### src/rtl/pong_pkg.sv
// Shared Pong definitions: direction encoding, request decode, screen and colour constants.
package pong_pkg;

    localparam logic [1:0] DIR_IDLE = 2'b00;
    localparam logic [1:0] DIR_UP   = 2'b01;
    localparam logic [1:0] DIR_DOWN = 2'b10;

    localparam int SCREEN_X = 640;
    localparam int SCREEN_Y = 480;

    localparam logic [2:0] COLOR_BLACK = 3'b000;
    localparam logic [2:0] COLOR_BLUE  = 3'b001;
    localparam logic [2:0] COLOR_GREEN = 3'b010;
    localparam logic [2:0] COLOR_RED   = 3'b100;
    localparam logic [2:0] COLOR_WHITE = 3'b111;

    typedef enum logic [1:0] {
        ST_IDLE = DIR_IDLE,
        ST_UP   = DIR_UP,
        ST_DOWN = DIR_DOWN
    } dir_t;

    typedef enum logic [1:0] {
        REQ_NONE = 2'b00,
        REQ_UP   = 2'b01,
        REQ_DOWN = 2'b10
    } req_t;

    // Conflicting or absent requests both mean "stop".
    function automatic req_t decode_req(input logic up, input logic down);
        if (up && !down) begin
            return REQ_UP;
        end else if (down && !up) begin
            return REQ_DOWN;
        end
        return REQ_NONE;
    endfunction

    // Every state follows the request directly, so the target depends only on it.
    function automatic dir_t req_to_dir(input req_t req);
        case (req)
            REQ_UP:   return ST_UP;
            REQ_DOWN: return ST_DOWN;
            default:  return ST_IDLE;
        endcase
    endfunction

endpackage

### src/rtl/paddle_rect_draw.sv
// Combinational rectangle hit test driving an rgb value; shared by paddle and ball.
module paddle_rect_draw #(
    parameter logic [2:0] COLOR = 3'b111
) (
    input  logic [9:0] row,
    input  logic [9:0] col,
    input  logic [9:0] pos_x,
    input  logic [9:0] pos_y,
    input  logic [7:0] size_x,
    input  logic [7:0] size_y,
    output logic [2:0] rgb
);
    import pong_pkg::*;

    logic [10:0] x_end;
    logic [10:0] y_end;
    logic        hit;

    // 11-bit edges so a rectangle touching the last pixel cannot wrap.
    assign x_end = {1'b0, pos_x} + {3'b000, size_x};
    assign y_end = {1'b0, pos_y} + {3'b000, size_y};

    assign hit = (col >= pos_x) && ({1'b0, col} < x_end) &&
                 (row >= pos_y) && ({1'b0, row} < y_end);

    assign rgb = hit ? COLOR : COLOR_BLACK;

endmodule

### src/rtl/paddle_ctrl_gen.sv
// Vertical paddle controller with step/acceleration profile and direction FSM.
// Build macro PADDLE_AI_EN adds ai_mode/ball_y for a ball-tracking opponent.
module paddle_ctrl_gen #(
    parameter logic [2:0] COLOR        = 3'b111,
    parameter int         POS_X        = 5,
    parameter int         START_Y      = 100,
    parameter int         WIDTH        = 8,
    parameter int         HEIGHT       = 65,
    parameter int         LIMIT_MIN    = 5,
    parameter int         LIMIT_MAX    = 475,
    parameter int         STEP         = 1,
    parameter int         PERIOD_START = 5,
    parameter int         PERIOD_MIN   = 2,
    parameter int         ACCEL_STEPS  = 40
) (
    input  logic       clock,
    input  logic       reset,
    input  logic       enable,
    input  logic       control_up,
    input  logic       control_down,
`ifdef PADDLE_AI_EN
    input  logic       ai_mode,
    input  logic [9:0] ball_y,
`endif
    input  logic [9:0] row,
    input  logic [9:0] col,
    output logic [2:0] rgb,
    output logic [9:0] pos_x,
    output logic [9:0] pos_y,
    output logic [7:0] size_x,
    output logic [7:0] size_y,
    output logic [7:0] speed,
    output logic       at_top,
    output logic       at_bottom,
    output logic [1:0] dir
);
    import pong_pkg::*;

    localparam logic signed [10:0] STEP_S    = 11'(STEP);
    localparam logic signed [10:0] LIM_TOP_S = 11'(LIMIT_MIN);
    localparam logic signed [10:0] LIM_BOT_S = 11'(LIMIT_MAX - HEIGHT);
    localparam logic [7:0]         P_START   = 8'(PERIOD_START);
    localparam logic [7:0]         P_MIN     = 8'(PERIOD_MIN);
    localparam logic [7:0]         A_STEPS   = 8'(ACCEL_STEPS);

    dir_t       dir_reg;
    logic [9:0] pos_y_reg;
    logic [7:0] speed_reg;
    logic [7:0] timer_reg;
    logic [7:0] accel_reg;

    req_t              req;
    dir_t              dir_next;
    logic signed [10:0] pos_s;
    logic signed [10:0] up_pos;
    logic signed [10:0] dn_pos;
    logic signed [10:0] move_pos;
    logic               blocked;
    logic               tick_due;
    logic               accel_wrap;
    logic [7:0]         speed_dec;

`ifdef PADDLE_AI_EN
    localparam logic signed [10:0] DEADBAND = 11'sd4;
    logic signed [10:0] centre_s;
    logic signed [10:0] ball_s;
    req_t               ai_req;

    assign centre_s = pos_s + 11'(HEIGHT / 2);
    assign ball_s   = signed'({1'b0, ball_y});

    always_comb begin
        ai_req = REQ_NONE;
        if (ball_s < centre_s - DEADBAND) begin
            ai_req = REQ_UP;
        end else if (ball_s > centre_s + DEADBAND) begin
            ai_req = REQ_DOWN;
        end
    end

    assign req = ai_mode ? ai_req : decode_req(control_up, control_down);
`else
    assign req = decode_req(control_up, control_down);
`endif

    assign dir_next = req_to_dir(req);
    assign pos_s    = signed'({1'b0, pos_y_reg});

    // Candidate move, clamped against the limit in the current direction.
    always_comb begin
        up_pos = pos_s - STEP_S;
        if (up_pos < LIM_TOP_S) begin
            up_pos = LIM_TOP_S;
        end
        dn_pos = pos_s + STEP_S;
        if (dn_pos > LIM_BOT_S) begin
            dn_pos = LIM_BOT_S;
        end
        if (dir_reg == ST_UP) begin
            move_pos = up_pos;
            blocked  = (up_pos == LIM_TOP_S);
        end else begin
            move_pos = dn_pos;
            blocked  = (dn_pos == LIM_BOT_S);
        end
    end

    assign tick_due   = ({1'b0, timer_reg} + 9'd1) >= {1'b0, speed_reg};
    assign accel_wrap = ({1'b0, accel_reg} + 9'd1) == {1'b0, A_STEPS};
    assign speed_dec  = (speed_reg > P_MIN) ? (speed_reg - 8'd1) : P_MIN;

    always_ff @(posedge clock) begin
        if (reset) begin
            dir_reg   <= ST_IDLE;
            pos_y_reg <= 10'(START_Y);
            speed_reg <= P_START;
            timer_reg <= 8'd0;
            accel_reg <= 8'd0;
        end else if (enable) begin
            if (dir_next != dir_reg) begin
                // Any direction change restarts the acceleration profile.
                dir_reg   <= dir_next;
                speed_reg <= P_START;
                timer_reg <= 8'd0;
                accel_reg <= 8'd0;
            end else if (dir_reg == ST_IDLE) begin
                timer_reg <= 8'd0;
                speed_reg <= P_START;
            end else if (tick_due) begin
                timer_reg <= 8'd0;
                pos_y_reg <= move_pos[9:0];
                if (blocked) begin
                    speed_reg <= P_START;
                    accel_reg <= 8'd0;
                end else if (accel_wrap) begin
                    accel_reg <= 8'd0;
                    speed_reg <= speed_dec;
                end else begin
                    accel_reg <= accel_reg + 8'd1;
                end
            end else begin
                timer_reg <= timer_reg + 8'd1;
            end
        end
    end

    assign pos_x     = 10'(POS_X);
    assign pos_y     = pos_y_reg;
    assign size_x    = 8'(WIDTH);
    assign size_y    = 8'(HEIGHT);
    assign speed     = speed_reg;
    assign dir       = dir_reg;
    assign at_top    = (pos_s == LIM_TOP_S);
    assign at_bottom = ({1'b0, pos_y_reg} + 11'(HEIGHT)) == 11'(LIMIT_MAX);

    paddle_rect_draw #(
        .COLOR(COLOR)
    ) u_draw (
        .row    (row),
        .col    (col),
        .pos_x  (pos_x),
        .pos_y  (pos_y_reg),
        .size_x (size_x),
        .size_y (size_y),
        .rgb    (rgb)
    );

endmodule

### config.mk
export PLATFORM = sky130hd
export DESIGN_NAME = paddle_ctrl_gen
export DESIGN_NICKNAME = d
export VERILOG_FILES = /design/src/rtl/pong_pkg.sv /design/src/rtl/paddle_rect_draw.sv /design/src/rtl/paddle_ctrl_gen.sv
export SDC_FILE = /design/constraint.sdc
export NUM_CORES = 1
export LEC_CHECK = 0
export CORE_MARGIN = 2
export CORE_UTILIZATION = 44
export DETAILED_ROUTE_END_ITERATION = 8
export PLACE_DENSITY = 0.68
export REMOVE_ABC_BUFFERS = 1
export SLEW_MARGIN = 20
export SYNTH_ARGS = -nofsm -noshare
export SYNTH_HDL_FRONTEND = slang
export SYNTH_SLANG_ARGS = --single-unit
export TNS_END_PERCENT = 20
### constraint.sdc
create_clock -name clock -period 4.9 [get_ports clock]
set_input_delay 0.735 -clock clock [delete_from_list [all_inputs] [get_ports clock]]
set_output_delay 0.735 -clock clock [all_outputs]
set_load 0.05 [all_outputs]
==> results.md <==
Outcome:
- The run finished with clean final reports.

Synth:
- The sequential element share of the synthesized area is 20.1%.
- The cell count after synthesis is 479.
- The netlist uses 63 different library cells.
- The most used flip-flop cell after synthesis is dfxtp_1.
- The number of flops mapped to enable cells by yosys is 0.
- The synthesized flop and latch total is 36.
- The synthesized area per cell is 7.49 µm².
- The warning count from the yosys run is 0.
- The proportion of register bits with asynchronous set or reset after synthesis is 0%.
- The synthesized cell area is 0.00359 mm².

Clock tree:
- The clock transition at the registers of the reported paths is 0.07 ns.
- The clock latency reported for the late side of the worst-skew pair is 0.29 ns.
- The clock buffer count from CTS is 5.
- TritonCTS built the clock tree.
- The clock passes through at most 2 buffers.
- CTS placed an instance of clkbuf_8 at the clock tree root.
- CTS saw 36 sinks.
- After clock tree synthesis, the setup repair step added 0 buffers.
- CTS built an H-tree with a depth of 2.

Timing:
- The routed design could run at a clock period as short as 4.48 ns.
- Setup repair after global routing left no endpoint under its margin.
- The smallest setup slack after layout is 0.420 ns.
- The maximum achievable frequency is 223 MHz.
- The clock skew after layout is 0.00457 ns.
- The worst slack on hold paths is 0.501 ns.
- The final number of max-transition violations is 0.
- The part of the cycle the worst path needs is 91.4%.
- The worst relative slew slack is 49.8%.
- For the pin with the worst max-slew slack, the measured transition is 0.742 ns.
- The final hold violation count was 0.
- Setup violations remaining at the end of the flow were counted as 0.

Die:
- The floorplan die height is 94.3 µm.
- The initial core utilization is 46.0%.
- The placeable core area is 0.00781 mm².
- 76 I/O pins were placed.
- The horizontal die dimension is 94.3 µm.
- The floorplan step defined a die boundary enclosing 0.00889 mm².
- The floorplan has 32 rows.

Route:
- In the routed layout, each cell is associated on average with a via count of 5.79.
- The detail route stage leaves a number of antenna-violating nets equal to 0.
- The initial DRC count is 334.
- Dividing the detail-routed wire length by the instance count gives 14.4 µm.
- The first detailed-routing pass took 5 iterations.
- Summing over every cut layer, the via total after detailed routing is 3,552.
- The total detailed-routing wirelength is 8850 µm.
- The total DRC errors in the routed layout is 0.

Power and ir drop:
- The share of total power dissipated in the clock network is 36.4%.
- Summed over all nets, the switching power comes to 0.187 mW.
- The switching share of total power is 29.2%.
- The part of the power in registers is 46.1%.
- After layout, the design draws a total of 0.639 mW.
- In this run the power density over the cells is 156 mW/mm².
- The internal power component is 0.452 mW.
- Summed over all cells, the static leakage comes to 1.53 nW.
- The part of the total power dissipated in combinational logic is 17.5%.
- The worst-case IR drop observed on VDD is 92.4 µV.

Final layout:
- The repair_antennas step left the layout with diodes totalling 0.
- Compared with the post-synthesis result, the final layout area differs by 14.1%.
- The flip-flop count of the largest register, all copies and words added is 10.
- The post-layout net count is 575.
- Of the cells placed in the final design, the portion with a size suffix greater than 1 is 4.30%.
- The count of filler cells inserted in the layout is 775.

Setup path:
- The largest stage delay on the critical path is 0.57 ns.
- The arrival time at the worst endpoint is 3.75 ns.
- The cell with the largest stage delay on the worst path is a2111oi_1.
- The sort of element at the end of the critical path is a primary output.
- The maximum fanout along the worst path is 11.
- Data on the critical path is required at its endpoint by 4.16 ns.
- By startpoint and endpoint, the worst setup path is classified as reg2out.
- The cell seen most often among critical-path stages is o21a_1.
- The startpoint class of the critical path is a flip-flop.
- The critical path goes through inv_1, ha_1, inv_1, ha_1, nor2b_1, o21a_1, o21a_1, o21a_1, o21a_1, o211ai_1, a211oi_1, a2111oi_1, buf_4.

Place:
- Prior to clock tree synthesis, the placed netlist has a worst setup slack of 0.636 ns.
- At the end of routability-driven placement, the weighted congestion stood at 0.902.
- The total of buffers placed on input and output ports is 49.
- Detailed placement finished with a half-perimeter wire length of 6730 µm.

Hold path:
- The path class of the tightest hold or removal check is reg2reg.

Global route:
- The total routing resource utilization after global routing is 20.4%.
- The number of antenna violations at the first check in global routing is 0.
- The wire length of the first global-routing pass is 14,900 µm.
- The total global routing overflow is 0.
- The number of global-route vias before repair is 3,176.
- The pin count of the biggest net entering global routing is 33.

Flow run:
- The tool flagged a number of max-cap violations equal to 0.
==> placed cells by master, fill, tap and decap left out, types with 3 or more instances in the layout <==
cell type,instances
clkbuf_8,7
a211oi_1,8
xnor2_1,18
o31ai_1,4
or4_1,3
nand4_1,9
a22oi_1,3
nor3_1,13
a221o_1,4
a21oi_1,27
inv_1,26
nand2_1,39
o2111ai_1,4
buf_4,6
a2111o_1,3
nor2b_1,5
o211ai_1,6
dfxtp_1,36
a21o_1,4
or3_1,3
ha_1,38
and4_1,4
or2_2,4
clkdlybuf4s50_1,46
nand2b_1,6
a31oi_1,4
nand3_1,20
o21ai_0,28
mux2i_1,4
o21a_1,7
conb_1,26
nor4_1,15
nor2_1,40
xor2_1,6
==> metal layers <==
layer / wire length, µm / global-route usage [%] / vias up
met5: 0 / 0 / -
met4: 114 / 5.19 / 0
met3: 536 / 2.89 / 13
met2: 3890 / 31.8 / 148
met1: 4310 / 29.6 / 1628
li1: - / - / 1763
==> final timing paths <==
kind / start / endpoint / slack, ns / depth (start not counted)
setup / recovery: pos_y[0] / rgb[1] / 0.42 / 13
hold / removal: accel_reg[5] / accel_reg[5] / 0.50 / 1
setup reg to reg: pos_y[0] / speed[2] / 0.61 / 14
hold reg to reg: accel_reg[5] / accel_reg[5] / 0.50 / 1
==> logic make-up (layout without fill, tap and decap cells) <==
kind of cell	count (synthesis)	after routing	share of synthesized area, %
flops	36	36	20.1
compound gates	125	125	23.5
buf+inv	77	86	11.6
mux	4	4	1.12
xor+xnor	24	24	5.86
fa+ha+maj	38	38	13.2
other cells	2	26	0.209
simple gates	173	173	24.3
==> synthesized netlist by cell type (all sizes together), types with 4 or more instances <==
cell type / count / share of area [%]
a211oi: 8 / 1.7
a21o: 4 / 0.84
and4: 4 / 0.98
o31ai: 4 / 0.84
o21a: 7 / 1.5
a21oi: 28 / 4.0
a221o: 4 / 1.1
inv: 26 / 2.7
xor2: 6 / 1.5
buf: 37 / 7.5
nand3: 20 / 2.8
nor2b: 5 / 0.87
xnor2: 18 / 4.4
nor4: 15 / 2.6
o2111ai: 4 / 0.98
nor3: 13 / 1.8
o21ai: 29 / 4.0
a31oi: 4 / 0.70
mux2i: 4 / 1.1
clkbuf: 13 / 1.4
dfxtp: 36 / 20
or2: 4 / 0.70
nand2: 39 / 4.1
o211ai: 6 / 1.3
nand2b: 6 / 1.0
ha: 38 / 13
nor2: 41 / 4.4
nand4: 9 / 1.6
==> worst max-delay path: cells and delay by family, from the launching register on <==
| family | cells | cell delay [ns] |
|---|---|---|
| AOI/OAI and AO/OA | 7 | 1.48 |
| adders and majority gates | 2 | 0.70 |
| buffers and inverters | 3 | 0.63 |
| DFF | 1 | 0.53 |
| and+or+nand+nor | 1 | 0.13 |
==> metrics by stage <==
step | TNS [ns] | util, % | area [µm²] | instances
2_1_floorplan | -16.52 | - | 3360 | 453
6_report | 0 | 52.4 | 4090 | 614
5_1_grt | 0 | 52.4 | 4090 | 614
4_1_cts | 0 | 52.4 | 4090 | 614
3_3_place_gp | 0 | 51.2 | 4000 | 607
3_5_place_dp | 0 | 51.2 | 4000 | 607
==> timing repair <==
item                                    in CTS  in global routing
endpoints found under the setup margin       0                  3
resized for setup                            0                  1
hold buffers                                 0                  0
==> power by group through the flow <==
stage	combinational (mW)	clock, mW	sequential [mW]
floorplan	0.0722	0	0.303
global placement	0.109	0	0.301
detailed placement	0.110	0	0.301
CTS	0.111	0.240	0.294
global route	0.121	0.252	0.294
finish	0.112	0.233	0.294
==> final cells by class <==
class	count	area (µm²)	share of cell area, %
Clock buffer	7	96.3	2.35
Inverter	27	101	2.48
Multi-Input combinational cell	390	2540	62.1
Sequential cell	36	721	17.6
Tap cell	102	128	3.12
Timing Repair Buffer	52	505	12.4
Note: power is estimated with default switching activity, not from simulation.
